[config.mk]
export PLATFORM = sky130hd
export DESIGN_NAME = dino_game_ctrl
export DESIGN_NICKNAME = d
export VERILOG_FILES = /design/src/rtl/dino_game_ctrl.sv
export SDC_FILE = /design/constraint.sdc
export NUM_CORES = 1
export LEC_CHECK = 0
export ABC_AREA = 0
export BUFFER_PORTS_ARGS = -buffer_cell sky130_fd_sc_hd__buf_4
export CAP_MARGIN = 25
export CORE_ASPECT_RATIO = 2
export CORE_MARGIN = 2
export CORE_UTILIZATION = 30
export CTS_CLUSTER_DIAMETER = 30
export DETAILED_ROUTE_END_ITERATION = 12
export PLACE_DENSITY = 0.55
export SYNTH_ARGS = -nofsm -noshare
export SYNTH_HDL_FRONTEND = slang
export SYNTH_SLANG_ARGS = --single-unit
[constraint.sdc]
create_clock -name clk -period 3.2 [get_ports clk]
set_clock_uncertainty 0.1 [all_clocks]
set_input_delay 0.16 -clock clk [delete_from_list [all_inputs] [get_ports clk]]
set_output_delay 0.16 -clock clk [all_outputs]
set_load 0.01 [all_outputs]
[src/rtl/dino_game_ctrl.sv]
// Game-flow controller for the dino runner: input conditioning, IDLE/RUNNING/PAUSED/OVER
// sequencing, frame tick generation, restart lockout and session high score.
module dino_game_ctrl #(
  parameter int unsigned TICK_DIV      = 833333,
  parameter int unsigned LOCKOUT_TICKS = 30
) (
  input  logic        clk,
  input  logic        rst_n,
  input  logic        btn_start,
  input  logic        btn_pause,
  input  logic        collision,
  input  logic [15:0] score_in,
  output logic        game_start,
  output logic        game_over,
  output logic        game_tick,
  output logic [1:0]  state,
  output logic [15:0] high_score,
  output logic        new_high
);

  localparam int unsigned CntW  = (TICK_DIV > 2) ? $clog2(TICK_DIV) : 1;
  localparam int unsigned LockW = (LOCKOUT_TICKS > 1) ? $clog2(LOCKOUT_TICKS + 1) : 1;
  localparam logic [CntW-1:0]  CntMax   = CntW'(TICK_DIV - 1);
  localparam logic [LockW-1:0] LockInit = LockW'(LOCKOUT_TICKS);

  typedef enum logic [1:0] {
    StIdle    = 2'd0,
    StRunning = 2'd1,
    StPaused  = 2'd2,
    StOver    = 2'd3
  } state_e;

  logic [1:0] r_start_sync, r_pause_sync, r_coll_sync;
  logic       r_start_prev, r_pause_prev;
  logic       w_start_edge, w_pause_edge, w_coll;

  state_e           r_state, w_state_d;
  logic [CntW-1:0]  r_cnt, w_cnt_d;
  logic [LockW-1:0] r_lock, w_lock_d;
  logic             r_game_start, r_game_over, r_game_tick, r_new_high;
  logic             w_game_start_d, w_game_over_d, w_game_tick_d, w_new_high_d;
  logic [15:0]      r_high, w_high_d;
  logic             w_cnt_wrap, w_restart_ok;

  // Two-flop synchronizers plus one history flop for rising-edge detection.
  always_ff @(posedge clk) begin
    if (!rst_n) begin
      r_start_sync <= '0;
      r_pause_sync <= '0;
      r_coll_sync  <= '0;
      r_start_prev <= 1'b0;
      r_pause_prev <= 1'b0;
    end else begin
      r_start_sync <= {r_start_sync[0], btn_start};
      r_pause_sync <= {r_pause_sync[0], btn_pause};
      r_coll_sync  <= {r_coll_sync[0], collision};
      r_start_prev <= r_start_sync[1];
      r_pause_prev <= r_pause_sync[1];
    end
  end

  assign w_start_edge = r_start_sync[1] & ~r_start_prev;
  assign w_pause_edge = r_pause_sync[1] & ~r_pause_prev;
  assign w_coll       = r_coll_sync[1];
  assign w_cnt_wrap   = (r_cnt == CntMax);
  assign w_restart_ok = w_start_edge && (r_lock == '0);

  always_ff @(posedge clk) begin
    if (!rst_n) begin
      r_state      <= StIdle;
      r_cnt        <= '0;
      r_lock       <= '0;
      r_game_start <= 1'b0;
      r_game_over  <= 1'b0;
      r_game_tick  <= 1'b0;
      r_high       <= '0;
      r_new_high   <= 1'b0;
    end else begin
      r_state      <= w_state_d;
      r_cnt        <= w_cnt_d;
      r_lock       <= w_lock_d;
      r_game_start <= w_game_start_d;
      r_game_over  <= w_game_over_d;
      r_game_tick  <= w_game_tick_d;
      r_high       <= w_high_d;
      r_new_high   <= w_new_high_d;
    end
  end

  always_comb begin
    w_state_d = r_state;
    unique case (r_state)
      StIdle:    if (w_start_edge) w_state_d = StRunning;
      StRunning: begin
        if (w_coll)            w_state_d = StOver;
        else if (w_pause_edge) w_state_d = StPaused;
      end
      StPaused:  if (w_pause_edge) w_state_d = StRunning;
      StOver:    if (w_restart_ok) w_state_d = StRunning;
      default:   w_state_d = StIdle;
    endcase
  end

  always_comb begin
    w_cnt_d        = r_cnt;
    w_lock_d       = r_lock;
    w_game_start_d = 1'b0;
    w_game_over_d  = 1'b0;
    w_game_tick_d  = 1'b0;
    w_high_d       = r_high;
    w_new_high_d   = r_new_high;
    unique case (r_state)
      StIdle: begin
        if (w_start_edge) begin
          w_game_start_d = 1'b1;
          w_cnt_d        = '0;
        end
      end
      StRunning: begin
        if (w_coll) begin
          // Phase restarts at OVER entry so the lockout spans whole frames.
          w_game_over_d = 1'b1;
          w_cnt_d       = '0;
          w_lock_d      = LockInit;
          if (score_in > r_high) begin
            w_high_d     = score_in;
            w_new_high_d = 1'b1;
          end
        end else begin
          w_cnt_d       = w_cnt_wrap ? '0 : r_cnt + 1'b1;
          w_game_tick_d = w_cnt_wrap & ~w_pause_edge;
        end
      end
      StPaused: begin
      end
      StOver: begin
        if (w_restart_ok) begin
          w_game_start_d = 1'b1;
          w_cnt_d        = '0;
          w_new_high_d   = 1'b0;
        end else begin
          w_cnt_d = w_cnt_wrap ? '0 : r_cnt + 1'b1;
          if (w_cnt_wrap && (r_lock != '0)) w_lock_d = r_lock - 1'b1;
        end
      end
      default: begin
      end
    endcase
  end

  assign game_start = r_game_start;
  assign game_over  = r_game_over;
  assign game_tick  = r_game_tick;
  assign state      = r_state;
  assign high_score = r_high;
  assign new_high   = r_new_high;

endmodule

==> Flow_metrics.wiki, run 1 <==
{| class="wikitable"
! Metric !! Value
|-
| Number of inserted filler cells in the final layout || 1002
|-
| Number of max-slew violations in the final report || 0
|-
| CTS max path bufs || 2
|-
| Leakage || 1.352 nW
|-
| CP max stage cell || o21ai_2
|-
| Remaining Overflow, GRT || 0
|-
| Tightest slew margin relative to the limit || 58.02%
|-
| Gr usage total || 14.21%
|-
| TritonCTS Sinks || 55
|-
| First-pass iteration count of the detailed router || 4
|-
| Number of violations reported at the end of detailed-routing iteration 0 || 94
|-
| Min-Delay Path Class || in -> reg
|-
| Switching power || 0.0005550 W
|-
| CTS Root Buffer Type || clkbuf_16
|-
| Antenna viol nets, final || 0
|-
| Min-Delay Endpoint || high_score[0]
|-
| Result of the run || finished, final reports clean
|-
| Layout cell share with drive strength beyond 1 || 15.90%
|-
| Number of setup violations in the final report || 0
|-
| Maximum fanout along the worst path || 15
|-
| Cell-by-cell listing of the critical path || inv_1, ha_1, or4b_1, o21ai_0, a2bb2oi_1, o21ai_2, nor2_1
|-
| Multiplexer share of the synthesized area || 5.454%
|-
| Cell Area, Synth || 2937 um2
|-
| Final worst setup slack || 773.2 ps
|-
| Worst hold slack across all endpoints || 17.27 ps
|-
| Simple-gate portion of the synthesized area || 24.93%
|-
| Clock transition at path regs || 70 ps
|-
| Startpoint of the worst register-to-register path || r_lock[0]
|-
| Total of flip-flops plus latches after synthesis || 55
|-
| Yosys warning total || 0
|-
| Hold Violations, Final || 0
|-
| Nets || 434
|-
| Resized Gates After CTS || 0
|-
| Place WS || 773.2 ps
|-
| Top library cells by usage in the layout, fill and taps aside || 55 x dfxtp_1, 50 x nand2_1, 45 x buf_4
|-
| Synthesized area per cell || 8.463 um2
|-
| Antenna diode instance count || 0
|-
| Least-Margin Pin Slew || 629.6 ps
|-
| Number of enable flip-flop cells after synthesis || 0
|-
| RSZ-0062 raised after global routing || false
|-
| Worst Reg-to-Reg Cells || 7
|-
| Initial standard-cell utilization of the core || 30.48%
|-
| Area added between synthesis and finish || 21.01%
|-
| Overall die area || 10640 um2
|-
| Synthesized netlist cell count || 347
|-
| Largest net degree at the start of global routing || 48
|-
| CTS HTree Levels || 2
|-
| Syn nets || 392
|-
| Worst Path Class, Setup || reg -> reg
|-
| Power density of the placed cells || 489.1 nW/um2
|-
| Leading cell type in the layout, fill and taps excluded || dfxtp_1
|-
| Crit path required time || 3270 ps
|-
| Capturing point of the worst reg2reg path || r_cnt[17]
|-
| Reg-to-reg setup timing slack || 770 ps
|-
| Setup bufs post-CTS || 0
|-
| Area share of xor/xnor cells in the synthesized design || 4.474%
|-
| Number of buffers added by the clock tree synthesis step || 5
|-
| Clock tree from TritonCTS || done
|-
| Std cell rows || 51
|-
| Main combinational cell family by area after synthesis || simple AND/OR/NAND/NOR gates
|-
| Initial antenna violation count || 0
|-
| DR vias/cell || 4.866
|-
| Floorplan die width || 73.96 um
|-
| HPWL after DPL || 5445 um
|-
| Number of top-level pins || 43
|-
| Crit path DAT || 2490 ps
|-
| Final period utilization || 75.84%
|-
| Setup TNS Final || 0 ps
|-
| Share of async-settable or async-resettable flops after synthesis || 0%
|-
| Hold_buf cts || 3
|-
| Element type at the critical path end || flip-flop
|-
| Maximum frequency from static timing analysis || 0.4121 GHz
|-
| Setup crit start kind || flip-flop
|-
| Post-synthesis compound-gate area fraction || 11.63%
|-
| Sequential area share after synthesis || 37.49%
|-
| Final weighted congestion in routability-driven placement || 0.8049
|-
| Clock Power Share || 31.6%
|-
| Maximum resistive drop on vdd || 0.0002406 V
|-
| Sequential cell fraction of total power || 43.6%
|-
| Core region area || 9635 um2
|-
| Post-synth top flop || dfxtp_1
|-
| Total power || 0.001738 W
|-
| Internal Power || 0.001183 W
|-
| Final core occ || 36.88%
|-
| Number of global-route vias before repair || 2574
|-
| Fraction of power consumed by combinational cells || 24.8%
|-
| DRC viols || 0
|-
| Clock insertion delay at the later pin of the skew report || 300 ps
|-
| Port buffer count || 42
|-
| Routed wirelength normalized by instance count || 13.54 um
|-
| First-pass GRT wire length || 11590 um
|-
| Switching portion of total power || 31.94%
|-
| Via total after detailed routing || 2540
|-
| Largest stage delay on the critical path || 560 ps
|-
| Die height || 143.9 um
|-
| Worst hold start || score_in[0]
|-
| Minimum period implied by the final worst setup slack || 2427 ps
|-
| Drt total wl || 7067 um
|-
| Synth cell types || 49
|-
| Cell depth of the worst hold path || 3
|-
| Max-cap violations || 0
|-
| Adder-Cell Fraction of Synth Area || 10.23%
|}
-- cells in the mapped netlist (4+ instances only) --
| cell type | n | share of area, % |
|---|---|---|
| dfxtp_1 | 55 | 37 |
| nand2_1 | 50 | 6.4 |
| inv_1 | 30 | 3.8 |
| nor2_1 | 26 | 3.3 |
| ha_1 | 24 | 10 |
| a21oi_1 | 19 | 3.2 |
| mux2i_1 | 16 | 5.5 |
| nand3_1 | 14 | 2.4 |
| nand4_1 | 13 | 2.8 |
| xor2_1 | 12 | 3.6 |
| clkbuf_1 | 10 | 1.3 |
| and2_1 | 8 | 1.7 |
| o21ai_0 | 7 | 1.2 |
| and3_1 | 4 | 0.85 |
| and4_1 | 4 | 1.2 |
| nand2b_1 | 4 | 0.85 |
| nor3_1 | 4 | 0.68 |
| nor4_1 | 4 | 0.85 |
-- power by group through the flow --
stage | Combinational (W) | Sequential [W] | Clock (W)
finish | 0.000431 | 0.000758 | 0.000548
detailed placement | 0.000431 | 0.000774 | 0
CTS | 0.000437 | 0.000758 | 0.000568
global route | 0.000496 | 0.000764 | 0.000590
global placement | 0.000424 | 0.000771 | 0
floorplan | 0.000304 | 0.000770 | 0
-- through the flow --
step / area (um2) / cells
global route: 3553 / 522
finish: 3553 / 522
CTS: 3553 / 522
floorplan: 2937 / 347
global placement: 3382 / 511
detailed placement: 3382 / 511
-- layer usage --
layer / vias up / global-route usage [%] / wire [um]
met4: 0 / 6.124 / 189
met3: 14 / 3.506 / 290
met2: 55 / 27.77 / 3959
met5: - / 0 / 0
li1: 1277 / - / -
met1: 1194 / 13.16 / 2627
-- logic make-up (layout without fill, tap and decap cells) --
group | after synthesis | in the layout
XOR/XNOR | 15 | 15
flip-flops | 55 | 55
buffers and inverters | 43 | 86
multiplexers | 16 | 16
AND/OR/NAND/NOR | 145 | 145
AO/OA/AOI/OAI | 49 | 49
adder cells (fa/ha/maj) | 24 | 24
-- worst max-delay path by stage --
stage | from | end | slack (ps) | depth (start not counted)
CTS | r_lock[0] | r_cnt[17] | 770 | 7
detailed placement | r_lock[0] | r_cnt[12] | 770 | 7
global route | r_lock[0] | r_cnt[12] | 570 | 7
floorplan | high_score[15] | high_score[0] | 890 | 7
finish | r_lock[0] | r_cnt[17] | 770 | 7
global placement | r_lock[0] | r_cnt[10] | 890 | 7
-- layout make-up --
cell class                      count  area, um2  area share (%)
Sequential cell                    55       1101           30.99
Inverter                           30      112.6           3.169
Multi-Input combinational cell    249       1665           46.87
Timing Repair Buffer               48      367.9           10.35
Tap cell                          132      165.2           4.648
Clock buffer                        6      128.9           3.627
Clock inverter                      2      12.51          0.3521
-- critical path: cells and delay by family (launching register included) --
| family | cells | cell delay, ps |
|---|---|---|
| fa+ha+maj | 1 | 150 |
| simple gates | 2 | 640 |
| compound gates | 3 | 980 |
| flops | 1 | 330 |
| buf+inv | 1 | 100 |
-- state kept, by name, indices dropped and copies added, names as in the netlist --
name	flops
r_pause_prev	1
new_high	1
r_pause_sync	2
game_tick	1
r_start_sync	2
high_score	16
r_cnt	20
game_over	1
r_start_prev	1
r_coll_sync	2
r_lock	5
state	2
game_start	1
(Power assumes the default switching activity.)
==> inputs of run 2 (changes only) <==
Settings changed: ABC_AREA 0 to 1, PLACE_DENSITY 0.55 to 0.57.
Clock period 3.2 ns to 2 ns, I/O delays scaled along.
==> Flow_metrics.wiki, run 2 <==
{| class="wikitable"
! Metric !! Value
|-
| Result of the run || finished with violations (was finished, final reports clean)
|-
| Violations in the final reports || negative setup slack
|-
| Maximum frequency from static timing analysis || 0.4996 GHz (was 0.4121 GHz)
|-
| Setup crit start kind || flip-flop (unchanged)
|-
| Leading cell type in the layout, fill and taps excluded || nand2_1 (was dfxtp_1)
|-
| Element type at the critical path end || flip-flop (unchanged)
|-
| Least-Margin Pin Slew || 431.1 ps (was 629.6 ps)
|-
| First-pass iteration count of the detailed router || 4 (unchanged)
|-
| Synthesized area per cell || 6.947 um2 (was 8.463 um2)
|-
| Max-cap violations || 0 (unchanged)
|-
| Final worst setup slack || -1.486 ps (was 773.2 ps)
|-
| Antenna viol nets, final || 0 (unchanged)
|-
| Port buffer count || 42 (unchanged)
|-
| Place WS || 102.8 ps (was 773.2 ps)
|-
| Overall die area || 11280 um2 (was 10640 um2)
|-
| Reg-to-reg setup timing slack || -1 ps (was 770 ps)
|-
| Number of global-route vias before repair || 2950 (was 2574)
|-
| Largest net degree at the start of global routing || 33 (was 48)
|-
| Layout cell share with drive strength beyond 1 || 25.88% (was 15.90%)
|-
| Nets || 558 (was 434)
|-
| Floorplan die width || 76.10 um (was 73.96 um)
|-
| Minimum period implied by the final worst setup slack || 2001 ps (was 2427 ps)
|-
| First-pass GRT wire length || 12900 um (was 11590 um)
|-
| Worst Reg-to-Reg Cells || 11 (was 7)
|-
| Synth cell types || 31 (was 49)
|-
| Most instantiated library cell after synthesis || nand2_1 (was dfxtp_1)
|-
| Maximum fanout along the worst path || 8 (was 15)
|-
| Core region area || 10150 um2 (was 9635 um2)
|-
| Share of the synthesized area in the top cell type || 35.30% (was 37.49%)
|-
| Cell Area, Synth || 3119 um2 (was 2937 um2)
|-
| Initial antenna violation count || 0 (unchanged)
|-
| Total of flip-flops plus latches after synthesis || 55 (unchanged)
|-
| Capturing point of the worst reg2reg path || high_score[14] (was r_cnt[17])
|-
| Drt total wl || 8112 um (was 7067 um)
|-
| Yosys warning total || 0 (unchanged)
|-
| Share of async-settable or async-resettable flops after synthesis || 0% (unchanged)
|-
| DRC viols || 0 (unchanged)
|-
| Gr usage total || 13.90% (was 14.21%)
|-
| Top library cells by usage in the layout, fill and taps aside || 100 x nand2_1, 61 x nor2_1, 59 x inv_1 (was 55 x dfxtp_1, 50 x nand2_1, 45 x buf_4)
|-
| Number of enable flip-flop cells after synthesis || 0 (unchanged)
|-
| Remaining Overflow, GRT || 0 (unchanged)
|-
| Leakage || 1.969 nW (was 1.352 nW)
|-
| Min-Delay Endpoint || high_score[0] (unchanged)
|-
| Crit path DAT || 2130 ps (was 2490 ps)
|-
| CTS HTree Levels || 2 (unchanged)
|-
| Cell depth of the worst hold path || 3 (unchanged)
|-
| Synthesized netlist cell count || 449 (was 347)
|-
| DR vias/cell || 4.573 (was 4.866)
|-
| Number of top-level pins || 43 (unchanged)
|-
| Initial standard-cell utilization of the core || 30.73% (was 30.48%)
|-
| TritonCTS Sinks || 55 (unchanged)
|-
| Number of setup violations in the final report || 1 (was 0)
|-
| Die height || 148.2 um (was 143.9 um)
|-
| Area after DPL || 3656 um2 (was 3382 um2)
|-
| Std cell rows || 52 (was 51)
|-
| Maximum resistive drop on vdd || 0.0003822 V (was 0.0002406 V)
|-
| Area added between synthesis and finish || 36.34% (was 21.01%)
|-
| Flip-flop count of the largest register, all copies and words added || 20 (unchanged)
|-
| Worst hold start || score_in[0] (unchanged)
|-
| Final weighted congestion in routability-driven placement || 0.8401 (was 0.8049)
|-
| Antenna diode instance count || 0 (unchanged)
|-
| Most used standard cells in the synthesized netlist || 109 x nand2_1, 69 x nor2_1, 63 x inv_1 (was 55 x dfxtp_1, 50 x nand2_1, 30 x inv_1)
|-
| Routed wirelength normalized by instance count || 12.50 um (was 13.54 um)
|-
| Number of violations reported at the end of detailed-routing iteration 0 || 151 (was 94)
|-
| Post-synth top flop || dfxtp_1 (unchanged)
|-
| Syn nets || 494 (was 392)
|-
| Via total after detailed routing || 2968 (was 2540)
|-
| Min-Delay Path Class || in -> reg (unchanged)
|-
| Worst Path Class, Setup || reg -> reg (unchanged)
|-
| Number of max-slew violations in the final report || 0 (unchanged)
|-
| Synth area leader || dfxtp_1 (unchanged)
|-
| Number of buffers added by the clock tree synthesis step || 5 (unchanged)
|-
| Crit path required time || 2130 ps (was 3270 ps)
|-
| Final std cell area, no fill || 4253 um2 (was 3553 um2)
|-
| Power density of the placed cells || 888.0 nW/um2 (was 489.1 nW/um2)
|-
| Startpoint of the worst register-to-register path || high_score[8] (was r_lock[0])
|-
| HPWL after DPL || 5799 um (was 5445 um)
|-
| Hold Violations, Final || 0 (unchanged)
|-
| Tightest slew margin relative to the limit || 71.23% (was 58.02%)
|-
| Clock insertion delay at the later pin of the skew report || 290 ps (was 300 ps)
|-
| CTS Root Buffer Type || clkbuf_16 (unchanged)
|-
| Clock tree from TritonCTS || done (unchanged)
|-
| Register with the most flip-flops || r_cnt (unchanged)
|-
| Leading cell types by total area after synthesis || dfxtp_1 35%, nand2_1 13%, ha_1 9.6% (was dfxtp_1 37%, ha_1 10%, nand2_1 6.4%)
|-
| Clock transition at path regs || 70 ps (about the same)
|-
| CTS max path bufs || 2 (unchanged)
|-
| Sequential area share after synthesis || 35.30% (was 37.49%)
|-
| RSZ-0062 raised after global routing || true (was false)
|-
| Final period utilization || 100.1% (was 75.84%)
|}
[run 2: cell families after synthesis]
kind of cell | Yosys count | synth area share (%)
buffers and inverters | 79 | 10.19
AOI/OAI and AO/OA | 40 | 7.140
xor gates and xnor gates | 6 | 1.685
adders and majority gates | 24 | 9.627
and+or+nand+nor | 245 | 36.06
DFF | 55 | 35.30
[run 2: what timing repair did]
action / CTS / global route
endpoints found under the hold margin: 21 / 0
gates resized for setup: 0 / 54
hold buffers: 20 / 0
setup buffers: 0 / 1
setup endpoints to repair: 0 / 37
[run 2: layout make-up]
cell class              count  area (um2)
fillers                  1051        5897
multi-input cells         315        1914
flip-flops and latches     55        1111
repair buffers             68       643.1
inverters                  68       255.2
well taps                 135       168.9
clock buffers               7       152.6
clock inverters             1       7.507
[run 2: through the flow]
stage                     utilization (%)  setup TNS, ps  total power (W)  hold slack (ps)  instances
after global routing                41.90          -1324         0.004051            108.2        649
after floorplan                         -              0         0.002252            97.63        449
after detailed placement            36.02              0         0.002727            188.8        627
after global placement              36.02              0         0.002711            188.9        627
final                               41.90         -1.486         0.003777            103.5        649
after CTS                           39.57              0         0.003704            323.7        655
[run 2: worst max-delay path by stage]
| stage | startpoint | endpoint | slack (ps) | depth (start not counted) |
|---|---|---|---|---|
| 6_report | high_score[8] | high_score[14] | -1 | 11 |
| 5_1_grt | high_score[1] | high_score[14] | -110 | 15 |
| 2_1_floorplan | high_score[15] | high_score[15] | 250 | 10 |
| 3_5_place_dp | r_lock[0] | r_cnt[3] | 100 | 12 |
| 4_1_cts | score_in[7] | high_score[10] | 30 | 14 |
| 3_3_place_gp | r_lock[0] | r_cnt[3] | 100 | 12 |
[run 2: routing by layer]
metal	global-route usage, %	part of all wire [%]
met5	0	0
met4	5.364	2.7
met3	2.184	2.9
met2	28.13	58
met1	13.87	36
[run 2: worst max-delay path, cell delays in order (launching register included)]
cell	delay, ps
dfxtp_2	330
inv_1	70
ha_4	260
nand4_1	140
nor3_4	250
nand2_1	90
nand2_2	100
nand4_4	150
clkbuf_16	220
nand2_1	60
nand2_1	60
nor2_1	110
[run 2: power breakdown]
group          internal, W  switching, W  total [W]
logic             0.000632      0.000914    0.00155
clock network     0.000533      0.000395   0.000928
registers          0.00121     0.0000944    0.00130
total              0.00237       0.00140    0.00378
==> inputs of run 3 (changes only) <==
Settings changed: CORE_ASPECT_RATIO 2 to 0.6, SLEW_MARGIN from default to 10.
==> Flow_metrics.wiki, run 3 (synthesized netlist as in run 2, its figures left out) <==
{| class="wikitable"
! Metric !! Value
|-
| Setup TNS Final || 0 ps (was -1.486 ps)
|-
| Internal Power || 0.002341 W (was 0.002374 W)
|-
| Std cell rows || 28 (was 52)
|-
| Crit path DAT || 2040 ps (was 2130 ps)
|-
| Startpoint of the worst register-to-register path || high_score[10] (was high_score[8])
|-
| Area after DPL || 3643 um2 (was 3656 um2)
|-
| Largest net degree at the start of global routing || 33 (unchanged)
|-
| Sequential cell area in the final layout || 1112 um2 (was 1111 um2)
|-
| Worst Path Class, Setup || in -> reg (was reg -> reg)
|-
| CP Launch Point || score_in[7] (was high_score[8])
|-
| Register with the most flip-flops || r_cnt (unchanged)
|-
| First-pass GRT wire length || 12610 um (was 12900 um)
|-
| Port buffer count || 42 (unchanged)
|-
| Number of global-route vias before repair || 2636 (was 2950)
|-
| CTS Root Buffer Type || clkbuf_16 (unchanged)
|-
| Maximum fanout along the worst path || 8 (unchanged)
|-
| Number of max-slew violations in the final report || 0 (unchanged)
|-
| Maximum resistive drop on vdd || 0.0004312 V (was 0.0003822 V)
|-
| Minimum period implied by the final worst setup slack || 1942 ps (was 2001 ps)
|-
| Final worst setup slack || 58.41 ps (was -1.486 ps)
|-
| RSZ-0062 raised after global routing || true (unchanged)
|-
| Result of the run || finished, final reports clean (was finished with violations)
|-
| Nets || 562 (was 558)
|-
| Antenna diode instance count || 0 (unchanged)
|-
| Leakage || 1.979 nW (was 1.969 nW)
|-
| Floorplan die width || 135.6 um (was 76.10 um)
|-
| CTS HTree Levels || 2 (unchanged)
|-
| Clock tree from TritonCTS || done (unchanged)
|-
| Sequential cell fraction of total power || 34.6% (was 34.5%)
|-
| CTS max path bufs || 2 (unchanged)
|-
| Setup crit start kind || input pin (was flip-flop)
|-
| Layout cell share with drive strength beyond 1 || 28.96% (was 25.88%)
|-
| Place WS || 59.55 ps (was 102.8 ps)
|-
| Number of violations reported at the end of detailed-routing iteration 0 || 217 (was 151)
|-
| Antenna viol nets, final || 0 (unchanged)
|-
| Drt total wl || 8225 um (was 8112 um)
|-
| DR vias/cell || 4.553 (was 4.573)
|-
| Via total after detailed routing || 2973 (was 2968)
|-
| Core region area || 9985 um2 (was 10150 um2)
|-
| Switching portion of total power || 37.77% (was 37.14%)
|-
| Number of setup violations in the final report || 0 (was 1)
|-
| Die height || 82.99 um (was 148.2 um)
|-
| Least-Margin Pin Slew || 433.7 ps (was 431.1 ps)
|-
| Fraction of power consumed by combinational cells || 40.3% (was 40.9%)
|-
| Clock insertion delay at the later pin of the skew report || 300 ps (was 290 ps)
|-
| Number of top-level pins || 43 (unchanged)
|-
| TritonCTS Sinks || 55 (unchanged)
|-
| Clock Power Share || 25.0% (was 24.6%)
|-
| HPWL after DPL || 5686 um (was 5799 um)
|-
| Initial antenna violation count || 0 (unchanged)
|-
| Area added between synthesis and finish || 37.95% (was 36.34%)
|-
| Top library cells by usage in the layout, fill and taps aside || 95 x nand2_1, 60 x nor2_1, 56 x inv_1 (was 100 x nand2_1, 61 x nor2_1, 59 x inv_1)
|-
| Leading cell type in the layout, fill and taps excluded || nand2_1 (unchanged)
|-
| Maximum frequency from static timing analysis || 0.5150 GHz (was 0.4996 GHz)
|-
| Element type at the critical path end || flip-flop (unchanged)
|-
| Final weighted congestion in routability-driven placement || 0.8819 (was 0.8401)
|-
| Clock transition at path regs || 70 ps (about the same)
|-
| Max-cap violations || 0 (unchanged)
|-
| Critical Path End || high_score[7] (was high_score[14])
|-
| Initial standard-cell utilization of the core || 31.24% (was 30.73%)
|-
| Remaining Overflow, GRT || 0 (unchanged)
|-
| Capturing point of the worst reg2reg path || high_score[11] (was high_score[14])
|-
| First-pass iteration count of the detailed router || 4 (unchanged)
|-
| Power density of the placed cells || 874.2 nW/um2 (was 888.0 nW/um2)
|-
| DRC viols || 0 (unchanged)
|-
| Hold Violations, Final || 0 (unchanged)
|-
| Overall die area || 11260 um2 (was 11280 um2)
|-
| Number of buffers added by the clock tree synthesis step || 5 (unchanged)
|-
| Tightest slew margin relative to the limit || 71.05% (was 71.23%)
|-
| Number of inserted filler cells in the final layout || 993 (was 1051)
|-
| Final period utilization || 97.08% (was 100.1%)
|-
| Min-Delay Path Class || in -> reg (unchanged)
|-
| Gr usage total || 13.79% (was 13.90%)
|-
| Area of combinational cells with multiple inputs || 1958 um2 (was 1914 um2)
|-
| Flip-flop count of the largest register, all copies and words added || 20 (unchanged)
|-
| Worst Reg-to-Reg Cells || 10 (was 11)
|-
| Switching power || 0.001421 W (was 0.001403 W)
|-
| Final std cell area, no fill || 4303 um2 (was 4253 um2)
|-
| Crit path required time || 2100 ps (was 2130 ps)
|-
| Routed wirelength normalized by instance count || 12.60 um (was 12.50 um)
|-
| Reg-to-reg setup timing slack || 70 ps (was -1 ps)
|}
-- run 3: cell count changes in the layout (fill, tap and decap cells not counted), moves of 2 or more --
cell     change
nand2_2      +6
ha_1         -2
nand2_1      -5
inv_1        -3
inv_2        +3
buf_4        +7
ha_4         +2
-- run 3: layout make-up --
cell class | instances | area share (%)
timing repair buffer | 72 | 15.15
sequential | 55 | 25.85
multi-input combinational | 315 | 45.51
tap | 135 | 3.926
clock buffer | 8 | 3.635
inverter | 68 | 5.932
-- run 3: stage by stage --
| step | hold slack, ps | power [W] | utilization (%) | instances |
|---|---|---|---|---|
| 2_1_floorplan | 97.63 | 0.002252 | - | 449 |
| 3_3_place_gp | 183.2 | 0.002658 | 36.49 | 627 |
| 3_5_place_dp | 187.0 | 0.002672 | 36.49 | 627 |
| 4_1_cts | 9.398 | 0.003660 | 39.96 | 654 |
| 5_1_grt | 7.286 | 0.004025 | 43.10 | 653 |
| 6_report | 10.05 | 0.003762 | 43.10 | 653 |
-- run 3: worst min path at each step --
| stage | end | start | cells past startpoint | slack [ps] |
|---|---|---|---|---|
| finish | high_score[10] | rst_n | 3 | 10 |
| global route | high_score[10] | rst_n | 3 | 7 |
| CTS | high_score[10] | rst_n | 3 | 9 |
| detailed placement | r_coll_sync[0] | collision | 3 | 190 |
| global placement | r_pause_sync[0] | btn_pause | 3 | 180 |
| floorplan | r_coll_sync[0] | collision | 2 | 100 |
-- run 3: worst max-delay path: stages --
cell,delay [ps]
dlygate4sd3_1,540
buf_4,150
ha_4,260
nand2_2,70
nor2_4,110
nand2_1,60
nand2_1,50
nand2_1,60
nand2_2,90
nand4_4,160
clkbuf_16,230
nor2_1,100
nor2_1,50
-- run 3: power groups by stage --
stage          Sequential, W  Clock, W  Combinational [W]
6_report             0.00130  0.000942            0.00152
5_1_grt              0.00132   0.00101            0.00170
4_1_cts              0.00129  0.000973            0.00139
3_5_place_dp         0.00132         0            0.00136
3_3_place_gp         0.00131         0            0.00135
2_1_floorplan        0.00132         0           0.000934
-- run 3: what timing repair did --
action / CTS / global route
hold buffers: 19 / 0
gates resized for setup: 0 / 64
buffers inserted: 0 / 2
endpoints found under the setup margin: 0 / 27
endpoints found under the hold margin: 19 / 0
-- run 3: layer usage --
layer  wire (um)  vias up  share of wire, %  global-route usage, %
li1            -     1542                 -                      -
met1        4305     1353                52                  21.41
met2        3353       72                41                  18.60
met3         520        6               6.3                  2.991
met4          46        0              0.56                  3.977
met5           0        -                 0                      0
